--- src/rtl/tpu_pkg.sv ---
// Shared widths and the accumulator FSM encoding for the product-sum datapath.
package tpu_pkg;

    localparam int IN_W  = 17;
    localparam int ACC_W = 34;

    typedef enum logic [1:0] {
        ST_IDLE  = 2'd0,
        ST_ACCUM = 2'd1,
        ST_HOLD  = 2'd2
    } acc_state_t;

endpackage

--- src/rtl/mux2_34b.sv ---
// Two-input word mux; sel = 1 picks b.
module mux2_34b #(
    parameter int W = 34
) (
    input  logic         sel,
    input  logic [W-1:0] a,
    input  logic [W-1:0] b,
    output logic [W-1:0] y
);

    assign y = sel ? b : a;

endmodule

--- src/rtl/acc_34b.sv ---
// Framed signed product accumulator: sums first..last beats and holds the
// result until the consumer takes it; sticky framing and term-limit flags.
module acc_34b #(
    parameter int IN_W      = tpu_pkg::IN_W,
    parameter int ACC_W     = tpu_pkg::ACC_W,
    parameter int MAX_TERMS = 1024,
    parameter int CNT_W     = $clog2(MAX_TERMS + 1)
) (
    input  logic             clk,
    input  logic             reset,
    input  logic             in_valid,
    output logic             in_ready,
    input  logic [IN_W-1:0]  in_data,
    input  logic             in_first,
    input  logic             in_last,
    output logic             out_valid,
    input  logic             out_ready,
    output logic [ACC_W-1:0] out_data,
    output logic [CNT_W-1:0] out_count,
    output logic             err_overflow,
    output logic             err_protocol
);

    import tpu_pkg::acc_state_t;
    import tpu_pkg::ST_IDLE;
    import tpu_pkg::ST_ACCUM;
    import tpu_pkg::ST_HOLD;

    localparam int EXT_W = ACC_W - IN_W;

    acc_state_t       state, nxt_state;
    logic [ACC_W-1:0] acc;
    logic [CNT_W-1:0] cnt;
    logic [ACC_W-1:0] in_ext;
    logic [ACC_W-1:0] sum;
    logic [ACC_W-1:0] acc_nxt;
    logic             accept;
    logic             start;
    logic             append;
    logic             cnt_full;

    assign accept   = in_valid && in_ready;
    // A first beat restarts the sum from either IDLE or ACCUM.
    assign start    = accept && in_first;
    assign append   = accept && !in_first && (state == ST_ACCUM);
    assign cnt_full = (cnt == CNT_W'(MAX_TERMS));

    assign in_ext = {{EXT_W{in_data[IN_W-1]}}, in_data};
    assign sum    = acc + in_ext;

    mux2_34b #(.W(ACC_W)) u_ld_mux (
        .sel (start),
        .a   (sum),
        .b   (in_ext),
        .y   (acc_nxt)
    );

    always_ff @(posedge clk) begin
        if (reset) state <= ST_IDLE;
        else       state <= nxt_state;
    end

    always_comb begin
        nxt_state = state;
        case (state)
            ST_IDLE: begin
                if (start) nxt_state = in_last ? ST_HOLD : ST_ACCUM;
            end
            ST_ACCUM: begin
                if (accept && in_last) nxt_state = ST_HOLD;
            end
            ST_HOLD: begin
                if (out_ready) nxt_state = ST_IDLE;
            end
            default: nxt_state = ST_IDLE;
        endcase
    end

    always_comb begin
        in_ready  = (state != ST_HOLD);
        out_valid = (state == ST_HOLD);
    end

    always_ff @(posedge clk) begin
        if (reset) begin
            acc          <= '0;
            cnt          <= '0;
            err_overflow <= 1'b0;
            err_protocol <= 1'b0;
        end else begin
            if (start || append) acc <= acc_nxt;
            if (start) begin
                cnt <= CNT_W'(1);
            end else if (append) begin
                if (cnt_full) err_overflow <= 1'b1;
                else          cnt <= cnt + CNT_W'(1);
            end
            if (accept && ((state == ST_IDLE && !in_first) || (state == ST_ACCUM && in_first)))
                err_protocol <= 1'b1;
        end
    end

    assign out_data  = acc;
    assign out_count = cnt;

endmodule
--- config.mk ---
export PLATFORM = sky130hd
export DESIGN_NAME = acc_34b
export DESIGN_NICKNAME = d
export VERILOG_FILES = /design/src/rtl/tpu_pkg.sv /design/src/rtl/mux2_34b.sv /design/src/rtl/acc_34b.sv
export SDC_FILE = /design/constraint.sdc
export NUM_CORES = 1
export LEC_CHECK = 0
export CAP_MARGIN = 20
export CORE_UTILIZATION = 53
export CTS_CLUSTER_SIZE = 30
export DETAILED_ROUTE_END_ITERATION = 6
export GPL_TIMING_DRIVEN = 0
export PLACE_DENSITY = 0.81
export SETUP_SLACK_MARGIN = 0.3
export SYNTH_ARGS = -nofsm -noshare
export SYNTH_HDL_FRONTEND = slang
export SYNTH_SLANG_ARGS = --single-unit
--- constraint.sdc ---
create_clock -name clk -period 3.8 [get_ports clk]
set_input_delay 0.76 -clock clk [delete_from_list [all_inputs] [get_ports clk]]
set_output_delay 0.76 -clock clk [all_outputs]
set_load 0.05 [all_outputs]
# [Word level (Yosys, flattened, before mapping)]
# Cells that the tools add are included.
[op_classes] bitwise_logic=2 add_sub_neg=2 reduce_logical=18 muxes=9 eq_ne=8
[op_table] op="$add A34 B34 Y34" count=1
[op_table] op="$mux W34" count=1
[op_table] op="$add A11 B1 Y11 const B" count=1
[op_table] op="$eq A11 B11 Y1 const B" count=1
[op_table] op="$logic_and A1 B1 Y1" count=8
[op_table] op="$mux W2" count=4
[op_table] op="$ne A2 B2 Y1 const B" count=4
[op_table] op="$pmux W2 S3" count=1
[op_table] op="$reduce_and A3 Y1" count=2
[op_table] op="$reduce_and A2 Y1" count=2
[op_table] op="$mux W1" count=3
[op_table] op="$eq A2 B1 Y1 const B" count=1
[op_table] op="$eq A2 B2 Y1 const B" count=1
[op_table] op="$logic_not A2 Y1" count=1
[op_table] op="$logic_or A1 B1 Y1" count=2
[op_table] op="$ne A2 B1 Y1 const B" count=1
[op_table] op="$not A1 Y1" count=2
[op_table] op="$reduce_bool A2 Y1" count=1
[op_table] op="$reduce_or A2 Y1" count=1
[op_table] op="$logic_not A1 Y1" count=1
[totals] ff_bits=49 wordCells=45 output_inout_bits=49 in_bits=23

# [Logic depth before layout (Yosys ltp)]
[logic_depth] word_depth=6 depth_mapped=11 depth_no_buf=11

# [By module]
# Synthesis repeated with hierarchy kept, for this count alone.
[hier_totals] hier_cells=522 area_unflattened_um2=4240.3
[by_module_without_submodules] mod="acc_34b" area_each_um2=3673.5 cells_per_inst=484 instances=1 seq_area_each_um2=980.9
[by_module_without_submodules] mod="mux2_34b" area_each_um2=566.8 cells_per_inst=38 instances=1 seq_area_each_um2=0.0

# [Least setup slack after synthesis]
# OpenSTA, ideal clock, no wires.
[synth_timing] path_type="in2reg" start="in in_data[0]" end="reg acc[30] (netlist: out_data[30])" setup_time_ns=0.103 path_slack_ns=0.790 t_arrival_ns=2.907 stages=11 t_required_ns=3.697 path_cell_list="ha_1 -> fa_1 -> a21o_1 -> a21oi_2 -> o211ai_4 -> nand3_2 -> o31ai_4 -> a211oi_4 -> o21ai_2 -> mux2i_1 -> a2111oi_2"
[synth_via] elab_chain_len=2
[synth_lines] element="start, declared" line="acc_34b.sv:13" rtl="input logic [IN_W-1:0] in_data,"
[synth_lines] element="$add A34 B34 Y34" line="acc_34b.sv:49" rtl="assign sum = acc + in_ext;"
[synth_lines] element="$mux W34" line="mux2_34b.sv:11" rtl="assign y = sel ? b : a;"
[synth_lines] element="end signal, assigned" line="acc_34b.sv:91" rtl="if (start || append) acc <= acc_nxt;"
[synth_lines] element="end, declared" line="acc_34b.sv:32" rtl="logic [ACC_W-1:0] acc;"
# No other way between the ends.
# A chain may end at the register's enable or synchronous reset.

# [Worst setup path in the final report]
# Ends and elaborated chain as after synthesis.

==> metrics.csv <==
metric,value,unit
status,"complete, no violations",
slowest cell on the critical path,clkdlybuf4s50_1,
number of port buffers,69,
Post-layout nets,613,
Crit. Startpoint,in_data[0],
CTS Buf Count,5,
drt total wl,11100,um
YS warnings,0,
first-pass GRT wire length,18100,um
gr ovfl total,0,
First-pass DRT Iterations,6,
largest net degree at the start of global routing,25,
clk_skew,0.0135,ns
Rows,30,
Max Buffers Root-to-Sink,2,
WP data arrival,3.57,ns
CTS tree,done,
hpwl dp,7950,um
"Req. time, crit path",4.01,ns
Syn Area/Cell,8.06,um^2
VDD IR max,214,uV
WS Path Type,in2reg,
Syn Inst Count,477,
Core ar.,6910,um^2
met3 Track Usage GR,0.0474,
clock root cell,clkbuf_8,
Clock Latency Late Sink,0.31,ns
Yosys reg bits,49,
final critical-path share of the clock period,0.884,
met1 Track Usage GR,0.398,
Post-CTS Hold Buffers,0,
Clock Pin Slew Worst Setup and Hold Paths,0.10,ns
Worst Hold Class,reg2reg,
Post-route DRC,0,
total chip power,1.61,mW
Post-synth top flop,dfxtp_1,
Placement Setup Slack,-0.456,ns
ANT cells,0,
clock sink count,49,
final worst slack,0.440,ns
Synth area leaders,"dfxtp_1, ha_1, a21oi_1",
Leak Pwr,1.87,nW
Final min period,3.36,ns
RSZ-0062 raised after global routing,true,
H-tree depth,2,
synth unique cells,60,
RePlAce Congestion,0.897,
Synth async-reset ratio,0,
average wire per standard cell,17.1,um
sequential element share of the synthesized area,0.255,
Post-Syn Area,3850,um^2
power per standard cell area,334,nW/um^2
I/O pin cnt,72,
Final Max Slew Viols,0,
gr usage total,0.302,
Max stage delay on crit path,0.44,ns
initial antenna violation count,0,
die width,87.2,um
Synth area leader,dfxtp_1,
Fmax,298,MHz
initial drt markers,305,
hold_sp,state[1],
Initial Util,0.557,
post-DR vias/cell,6.20,
worst-path maximum fanout,6,
via count,4034,
Die H,87.2,um
"EDFF count, synth",0,
GRT busiest layer,met2,
layout cells sized above 1,0.0523,
top-area cell type share of the netlist area,0.255,
Worst setup EP type,flip-flop,
area delta synth->final,25.0,%
vias in the first global route,3777,
area of the die,7600,um^2
FF-to-FF Start,out_data[0],
Final ANT Viol Nets,0,
Synth Net Count,536,
Max Cap Viol,0,
cell with the most instances after synthesis,nand2_1,
top post-synthesis cells by count,"nand2_1, dfxtp_1, a21oi_1, nor2_1, ha_1",
final hold vios,0,
Worst setup SP type,input port,
cells along the critical path,clkdlybuf4s50_1 -> ha_1 -> fa_2 -> a21o_1 -> a21oi_4 -> o211ai_4 -> nand3_2 -> o31ai_4 -> a211oi_4 -> o21ai_2 -> mux2i_1 -> a2111oi_2,
number of setup violations in the final report,0,
GR Util met2,0.508,
Slew @ Worst Pin,0.842,ns
Slew HR,0.436,
logic make-up (layout without fill, tap and decap cells):
| kind of cell | after synthesis | after routing | synth area share |
|---|---|---|---|
| fa+ha+maj | 36 | 36 | 0.119 |
| buf+inv | 30 | 108 | 0.0293 |
| simple gates | 161 | 161 | 0.203 |
| mux | 2 | 2 | 0.00521 |
| compound gates | 165 | 165 | 0.311 |
| xor+xnor | 34 | 34 | 0.0774 |
| flops | 49 | 49 | 0.255 |
where the power goes:
group | switching (mW) | total (mW) | internal (mW)
registers | 0.0275 | 0.570 | 0.542
clock network | 0.195 | 0.457 | 0.262
logic | 0.354 | 0.579 | 0.225
total | 0.577 | 1.61 | 1.03
final timing paths:
| kind | endpoint | depth (start not counted) | slack, ns |
|---|---|---|---|
| hold / removal | state[0] | 1 | 0.49 |
| setup reg to reg | out_data[30] | 11 | 1.03 |
| hold reg to reg | state[0] | 1 | 0.49 |
| setup / recovery | out_data[30] | 12 | 0.44 |
registers in the layout, indices dropped and copies added (netlist names):
| name | flops |
|---|---|
| err_protocol | 1 |
| out_data | 34 |
| out_count | 11 |
| err_overflow | 1 |
| state | 2 |
placed cells by master (no fill, tap or decap), types with 5 or more instances in the layout:
cell             instances
or3_1                    5
o21ai_0                 21
o21bai_1                 6
nand2_1                 50
nand3_1                  8
xnor2_1                 20
ha_1                    35
nand4_1                  8
dfxtp_1                 49
a21oi_1                 45
o211ai_1                 5
nor3_1                   6
a211oi_1                20
nor2_1                  43
clkbuf_1                17
a21o_1                  16
clkbuf_8                 5
xor2_1                  14
clkdlybuf4s50_1         68
and3_1                   9
a311oi_1                 8
o21a_1                   5
inv_1                    9
final cells by class:
type	instances	area, um^2
multi-input combinational	398	2770
fill	611	2100
sequential	49	981
timing repair buffer	70	693
tap	96	120
buffer	21	78.8
clock buffer	5	68.8
clock inverter	3	65.1
inverter	9	33.8
critical path, delay by kind of cell:
family / cells / cell delay (ns)
AO/OA/AOI/OAI: 7 / 1.48
adder cells (fa/ha/maj): 2 / 0.61
buffers and inverters: 1 / 0.44
AND/OR/NAND/NOR: 1 / 0.14
multiplexers: 1 / 0.14
metal layers:
layer / vias up / wire (um)
met5: - / 0
met4: 0 / 205
met3: 24 / 824
met2: 176 / 5150
met1: 1889 / 4940
li1: 1945 / -
timing repair:
item / in CTS / in global routing
setup endpoints to repair: 10 / 4
gates resized for setup: 3 / 5
setup buffers: 0 / 1
pin swaps: 0 / 1
metrics by stage:
step | setup TNS (ns) | cell area (um^2) | instances | util | hold slack (ns)
final | 0 | 4810 | 651 | 0.696 | 0.487
after global routing | 0 | 4810 | 651 | 0.696 | 0.504
after CTS | 0 | 4790 | 650 | 0.694 | 0.487
after detailed placement | -2.58 | 4660 | 642 | 0.674 | 0.476
after global placement | -2.05 | 4660 | 642 | 0.674 | 0.460
after floorplan | 0 | 3850 | 477 | - | 0.447
(Power assumes the default switching activity.)
